===== config.mk =====
export PLATFORM = sky130hd
export DESIGN_NAME = sliding_tile_nxn
export DESIGN_NICKNAME = d
export VERILOG_FILES = /design/src/rtl/sliding_tile_nxn.sv
export SDC_FILE = /design/constraint.sdc
export NUM_CORES = 1
export LEC_CHECK = 0
export ABC_AREA = 1
export CAP_MARGIN = 20
export CORE_MARGIN = 4
export CORE_UTILIZATION = 62
export CTS_CLUSTER_DIAMETER = 30
export DETAILED_ROUTE_END_ITERATION = 8
export PLACE_DENSITY = 0.84
export SETUP_SLACK_MARGIN = 0.02
export SLEW_MARGIN = 20
export SYNTH_ARGS = -nofsm -noshare
export SYNTH_HDL_FRONTEND = slang
export SYNTH_SLANG_ARGS = --single-unit
export TNS_END_PERCENT = 10

===== constraint.sdc =====
create_clock -name clk -period 6.8 [get_ports clk]
set_clock_uncertainty 0.15 [all_clocks]
set_input_delay 1.36 -clock clk [delete_from_list [all_inputs] [get_ports clk]]
set_output_delay 1.36 -clock clk [all_outputs]
set_load 0.03 [all_outputs]

===== src/rtl/sliding_tile_nxn.sv =====
// N x N sliding-tile puzzle engine: one space move per valid/ready handshake, legal/illegal pulses,
// saturating move counter and solved detect. Define SLIDING_TILE_SCRAMBLE_EN for the post-reset LFSR scrambler.
module sliding_tile_nxn #(
   parameter int unsigned N         = 3,
   parameter int unsigned CNT_W     = 16,
   parameter int unsigned SCR_MOVES = 32,
   parameter logic [15:0] SEED      = 16'hACE1,
   localparam int unsigned NC = N * N,
   localparam int unsigned IW = $clog2(NC),
   localparam int unsigned TW = IW,
   localparam int unsigned RW = ($clog2(N) < 1) ? 1 : $clog2(N)
) (
   input  logic             clk,
   input  logic             reset,
   input  logic             move_val,
   output logic             move_rdy,
   input  logic [1:0]       direction,
   output logic             move_ok,
   output logic             move_err,
   output logic [RW-1:0]    space_row,
   output logic [RW-1:0]    space_col,
   output logic [CNT_W-1:0] move_count,
   output logic             solved,
   input  logic [IW-1:0]    rd_idx,
   output logic [TW-1:0]    rd_tile
);

   typedef enum logic [1:0] {S_SCRAMBLE, S_PLAY, S_DONE} state_t;

   localparam logic [1:0] D_LEFT  = 2'b00;
   localparam logic [1:0] D_RIGHT = 2'b01;
   localparam logic [1:0] D_UP    = 2'b10;
   localparam logic [1:0] D_DOWN  = 2'b11;

   state_t           state_q;
   logic [TW-1:0]    board_q [NC];
   logic [TW-1:0]    board_d [NC];
   logic [RW-1:0]    row_q, col_q, row_d, col_d;
   logic [CNT_W-1:0] count_q;
   logic             ok_q, err_q;
   logic [1:0]       dir_c;
   logic             legal_c, solved_c, solved_d;
   logic [IW-1:0]    sp_idx, nb_idx;

   function automatic logic [TW-1:0] goal_tile(input int unsigned i);
      return (i == NC - 1) ? '0 : TW'(i + 1);
   endfunction

`ifdef SLIDING_TILE_SCRAMBLE_EN
   logic [15:0] lfsr_q, lfsr_d;
   logic [15:0] scr_cnt_q;
   logic [1:0]  last_q;
   logic        last_vld_q;
   logic        scr_ok_c;

   assign lfsr_d   = {1'b0, lfsr_q[15:1]} ^ (lfsr_q[0] ? 16'hB400 : 16'h0000);
   assign dir_c    = (state_q == S_SCRAMBLE) ? lfsr_d[1:0] : direction;
   // Reverse of a move is its direction code with bit 0 flipped (LEFT<->RIGHT, UP<->DOWN).
   assign scr_ok_c = legal_c && !(last_vld_q && (dir_c == (last_q ^ 2'b01)));
`else
   logic unused_cfg;
   assign unused_cfg = ^{SEED, SCR_MOVES[15:0]};
   assign dir_c      = direction;
`endif

   always_comb begin
      legal_c = 1'b0;
      row_d   = row_q;
      col_d   = col_q;
      sp_idx  = IW'(row_q) * IW'(N) + IW'(col_q);
      nb_idx  = sp_idx;
      case (dir_c)
         D_LEFT: begin
            legal_c = (col_q != '0);
            col_d   = col_q - RW'(1);
            nb_idx  = sp_idx - IW'(1);
         end
         D_RIGHT: begin
            legal_c = (col_q != RW'(N - 1));
            col_d   = col_q + RW'(1);
            nb_idx  = sp_idx + IW'(1);
         end
         D_UP: begin
            legal_c = (row_q != '0);
            row_d   = row_q - RW'(1);
            nb_idx  = sp_idx - IW'(N);
         end
         default: begin
            legal_c = (row_q != RW'(N - 1));
            row_d   = row_q + RW'(1);
            nb_idx  = sp_idx + IW'(N);
         end
      endcase

      for (int unsigned i = 0; i < NC; i++) begin
         board_d[i] = board_q[i];
      end
      if (legal_c) begin
         board_d[sp_idx] = board_q[nb_idx];
         board_d[nb_idx] = '0;
      end

      solved_c = 1'b1;
      solved_d = 1'b1;
      for (int unsigned i = 0; i < NC; i++) begin
         if (board_q[i] != goal_tile(i)) solved_c = 1'b0;
         if (board_d[i] != goal_tile(i)) solved_d = 1'b0;
      end
   end

   always_ff @(posedge clk) begin
      if (reset) begin
         for (int unsigned i = 0; i < NC; i++) begin
            board_q[i] <= goal_tile(i);
         end
         row_q   <= RW'(N - 1);
         col_q   <= RW'(N - 1);
         count_q <= '0;
         ok_q    <= 1'b0;
         err_q   <= 1'b0;
`ifdef SLIDING_TILE_SCRAMBLE_EN
         state_q    <= S_SCRAMBLE;
         lfsr_q     <= SEED;
         scr_cnt_q  <= 16'(SCR_MOVES);
         last_q     <= '0;
         last_vld_q <= 1'b0;
`else
         state_q <= S_PLAY;
`endif
      end else begin
         ok_q  <= 1'b0;
         err_q <= 1'b0;
         case (state_q)
`ifdef SLIDING_TILE_SCRAMBLE_EN
            S_SCRAMBLE: begin
               lfsr_q <= lfsr_d;
               if (scr_ok_c) begin
                  for (int unsigned i = 0; i < NC; i++) begin
                     board_q[i] <= board_d[i];
                  end
                  row_q      <= row_d;
                  col_q      <= col_d;
                  last_q     <= dir_c;
                  last_vld_q <= 1'b1;
                  scr_cnt_q  <= scr_cnt_q - 16'd1;
                  if (scr_cnt_q == 16'd1) state_q <= S_PLAY;
               end
            end
`endif
            S_PLAY: begin
               if (move_val) begin
                  if (legal_c) begin
                     for (int unsigned i = 0; i < NC; i++) begin
                        board_q[i] <= board_d[i];
                     end
                     row_q <= row_d;
                     col_q <= col_d;
                     if (count_q != '1) count_q <= count_q + CNT_W'(1);
                     ok_q <= 1'b1;
                     if (solved_d) state_q <= S_DONE;
                  end else begin
                     err_q <= 1'b1;
                  end
               end
            end
            S_DONE: begin
            end
            default: state_q <= S_PLAY;
         endcase
      end
   end

   assign move_rdy   = (state_q == S_PLAY) && !reset;
   assign move_ok    = ok_q;
   assign move_err   = err_q;
   assign space_row  = row_q;
   assign space_col  = col_q;
   assign move_count = count_q;
   assign solved     = solved_c;
   assign rd_tile    = ({1'b0, rd_idx} < (IW + 1)'(NC)) ? board_q[rd_idx] : '0;

endmodule


==> key figures <==
Status
  – Status: finished, final reports clean

Timing
  – Hold Vio Cnt, Final: 0
  – Slew margin rel.: 0.313
  – Fmax: about 0.18 GHz
  – Final setup vio count: 0
  – Minimum clock period: 5.60 ns
  – RSZ-0062 raised after global routing: false
  – Worst hold slack: 0.354 ns
  – Slew @ Worst Pin: just over 1 ns
  – Final slew viol count: 0
  – Final period util: 0.823
  – Setup TNS: 0 ns

Finish
  – Commonest non-fill, non-tap cell in the layout: nand2_1
  – Final core utilization: 0.726
  – Post-layout net count: 771
  – Layout Cells excl Fill: ~850
  – Ant diodes: 0
  – Share of cells above drive strength 1: 0.0587
  – Commonest non-fill, non-tap cells in the layout: 176 x nand2_1, 119 x nor2_1, 94 x nand3_1
  – Area grow syn2layout: 12.4%

Power and ir drop
  – P_leak: about 0.0024 uW
  – Peak VDD IR: 0.000156 V
  – PwrDens: about 250 nW/um^2

Routing
  – Initial DRC Count: roughly 660
  – Metal2 WL: roughly 6.6 mm
  – DR WL met3: 1.40 mm
  – Total number of vias: 5225
  – DRC: 0
  – TritonRoute pass-1 iters: 6
  – Post-route ant nets: 0
  – DR top layer: met4
  – M1 WL: just under 6 mm
  – Total Routed Length: roughly 15 mm
  – WL/cell: around 17 um
  – Vias per std cell: roughly 6.2

Floorplan
  – Die Span Y: about 95 um
  – Effective utilization at floorplan: 0.646
  – IO Pins: 37
  – Die area: ~9100 um^2
  – Core area: 7330 um^2
  – Die Wd: 95.4 um
  – Row cnt: 31

Critical path
  – Crit-path leading delay family: buffers and inverters
  – CP endpoint kind: output port
  – Critical Path Max Stage Delay: 0.83 ns
  – Type of origin of the critical path: primary input
  – CP max-delay cell: clkdlybuf4s50_1
  – Crit path buffers/inverters: 4
  – Crit path cell chain: clkdlybuf4s50_1 > inv_1 > o21ai_0 > a21oi_1 > o311ai_0 > o211ai_1 > inv_1 > clkdlybuf4s50_1
  – Crit Path Max Fanout: 19
  – Crit Path Category: in2out
  – Crit path DAT: a little over 4 ns
  – Required @ worst endpoint: 5.29 ns

Global routing
  – Vias in the first global route: ~4800
  – First-pass GRT wire length: roughly 23 mm
  – Largest net degree at the start of global routing: 44
  – Gr ovfl total: 0
  – Initial antenna violation count: 0
  – Total GRT Usage: 0.336

Yosys
  – Mux cell area share after synthesis: 0
  – Post-synthesis compound-gate area fraction: 0.0973
  – Xor-xnor portion of the synthesized cell area: 0.00370
  – Post-synth top area cell: edfxtp_1
  – Leading post-synthesis cells by cell area: edfxtp_1 23%, nand2_1 14%, dfxtp_1 10%, nand3_1 9.9%, nor2_1 9.4%
  – Adder-Cell Fraction of Synth Area: 0.0497
  – Async S/R FF share, synth: 0
  – YS warnings: 0
  – Main synth FF type: edfxtp_1
  – Main combinational cell family by area after synthesis: simple AND/OR/NAND/NOR gates
  – Syn_nets: about 740
  – Post-synth EDFFs: 36
  – Synthesized flop and latch total: 60
  – Synth Instances: about 720
  – Simple-Gate Fraction of Synth Area: 0.423
  – Mapped Area: 4730 um^2
  – Post-synth cell types: between 40 and 50
  – Register area share after synthesis: 0.330
  – Share of the synthesized area in the top cell type: 0.228
  – Post-Syn Area per Cell: between 6 and 7 um^2

Clocking
  – CTS Sinks: 60
  – Root Driver: clkbuf_8
  – Reg clk slew, reported paths: 0.07 ns
  – H-Tree Depth: 3
  – CTS max path bufs: 2
  – CTS tree: yes
  – Post-CTS resize count: 0
  – Cts bufs inserted: 9
  – Post-CTS Setup Bufs: 0
  – Clk_lat worst skew: 0.35 ns
  – Post-CTS Hold Buffers: 0

Run
  – Max-Cap Viols: 0

Place
  – Placer Congestion: approximately 0.97
  – I/O Buffers: 36
  – DP Cell Count: ~830
  – Hpwl dp: between 10 and 15 mm

Worst hold path
  – Worst hold path type: reg2reg
[sequential cells by signal, summed over array words and instances (netlist names)]
register and count:
move_ok 1, board_q 36, space_col 2, move_err 1
space_row 2, state_q 2, move_count 16
[cell families after synthesis]
group	count (synthesis)
XOR/XNOR	2
AO/OA/AOI/OAI	84
flip-flops	60
AND/OR/NAND/NOR	445
buffers and inverters	108
adder cells (fa/ha/maj)	17
[layout make-up]
class	count	area (um^2)
Multi-Input combinational cell	548	2720
Timing Repair Buffer	38	375
Clock buffer	12	166
Sequential cell	60	1560
Clock inverter	4	46.3
Tap cell	99	124
Fill cell	587	2010
Inverter	88	330
[stage by stage]
step	setup slack, ns	total power, uW	cell area (um^2)
2_1_floorplan	2.36	834	4730
3_5_place_dp	1.25	953	5110
3_3_place_gp	1.41	942	5110
5_1_grt	0.973	1390	5320
4_1_cts	1.24	1300	5320
6_report	1.20	1330	5320
[where the power goes]
group	switching, uW	internal [uW]	leakage [uW]
sequential	25.2	407	0.000540
combinational	380	158	0.00171
clock	155	200	0.000107
total	561	765	0.00236
[worst paths after layout]
check | end | start | depth (start not counted) | slack, ns
setup / recovery | rd_tile[0] | rd_idx[0] | 8 | 1.20
hold / removal | move_count[7] | move_count[7] | 2 | 0.35
setup reg to reg | state_q[0] | space_row[0] | 24 | 1.99
hold reg to reg | move_count[7] | move_count[7] | 2 | 0.35
[tightest hold or removal path, delay by kind of cell, from the launching register on]
| kind | cells | cell delay (ns) |
|---|---|---|
| buffers and inverters | 1 | 0.06 |
| flip-flops | 1 | 0.34 |
| AO/OA/AOI/OAI | 1 | 0.06 |
[per-layer routing]
layer / track usage / vias up
met5: 0 / -
met4: 0.213 / 0
met3: 0.0584 / 79
met2: 0.543 / 371
met1: 0.415 / 2361
li1: - / 2414
[synth_stat cells, types with 2 or more instances]
cell,number
o22ai_1,2
nand3_1,94
o211ai_1,3
nand4_1,10
or2_2,3
nand2_8,2
nor3_1,10
nand2_4,3
clkbuf_1,9
nor2_1,119
buf_6,3
buf_2,6
fa_1,3
inv_2,4
nor3b_1,2
a21oi_1,36
nor3_2,5
edfxtp_1,36
a211oi_1,2
inv_1,84
nor4_1,8
ha_1,14
o21ai_0,34
nand2_2,6
o311ai_0,2
dfxtp_1,24
nand3_2,3
nand2_1,176
(Power assumes the default switching activity.)
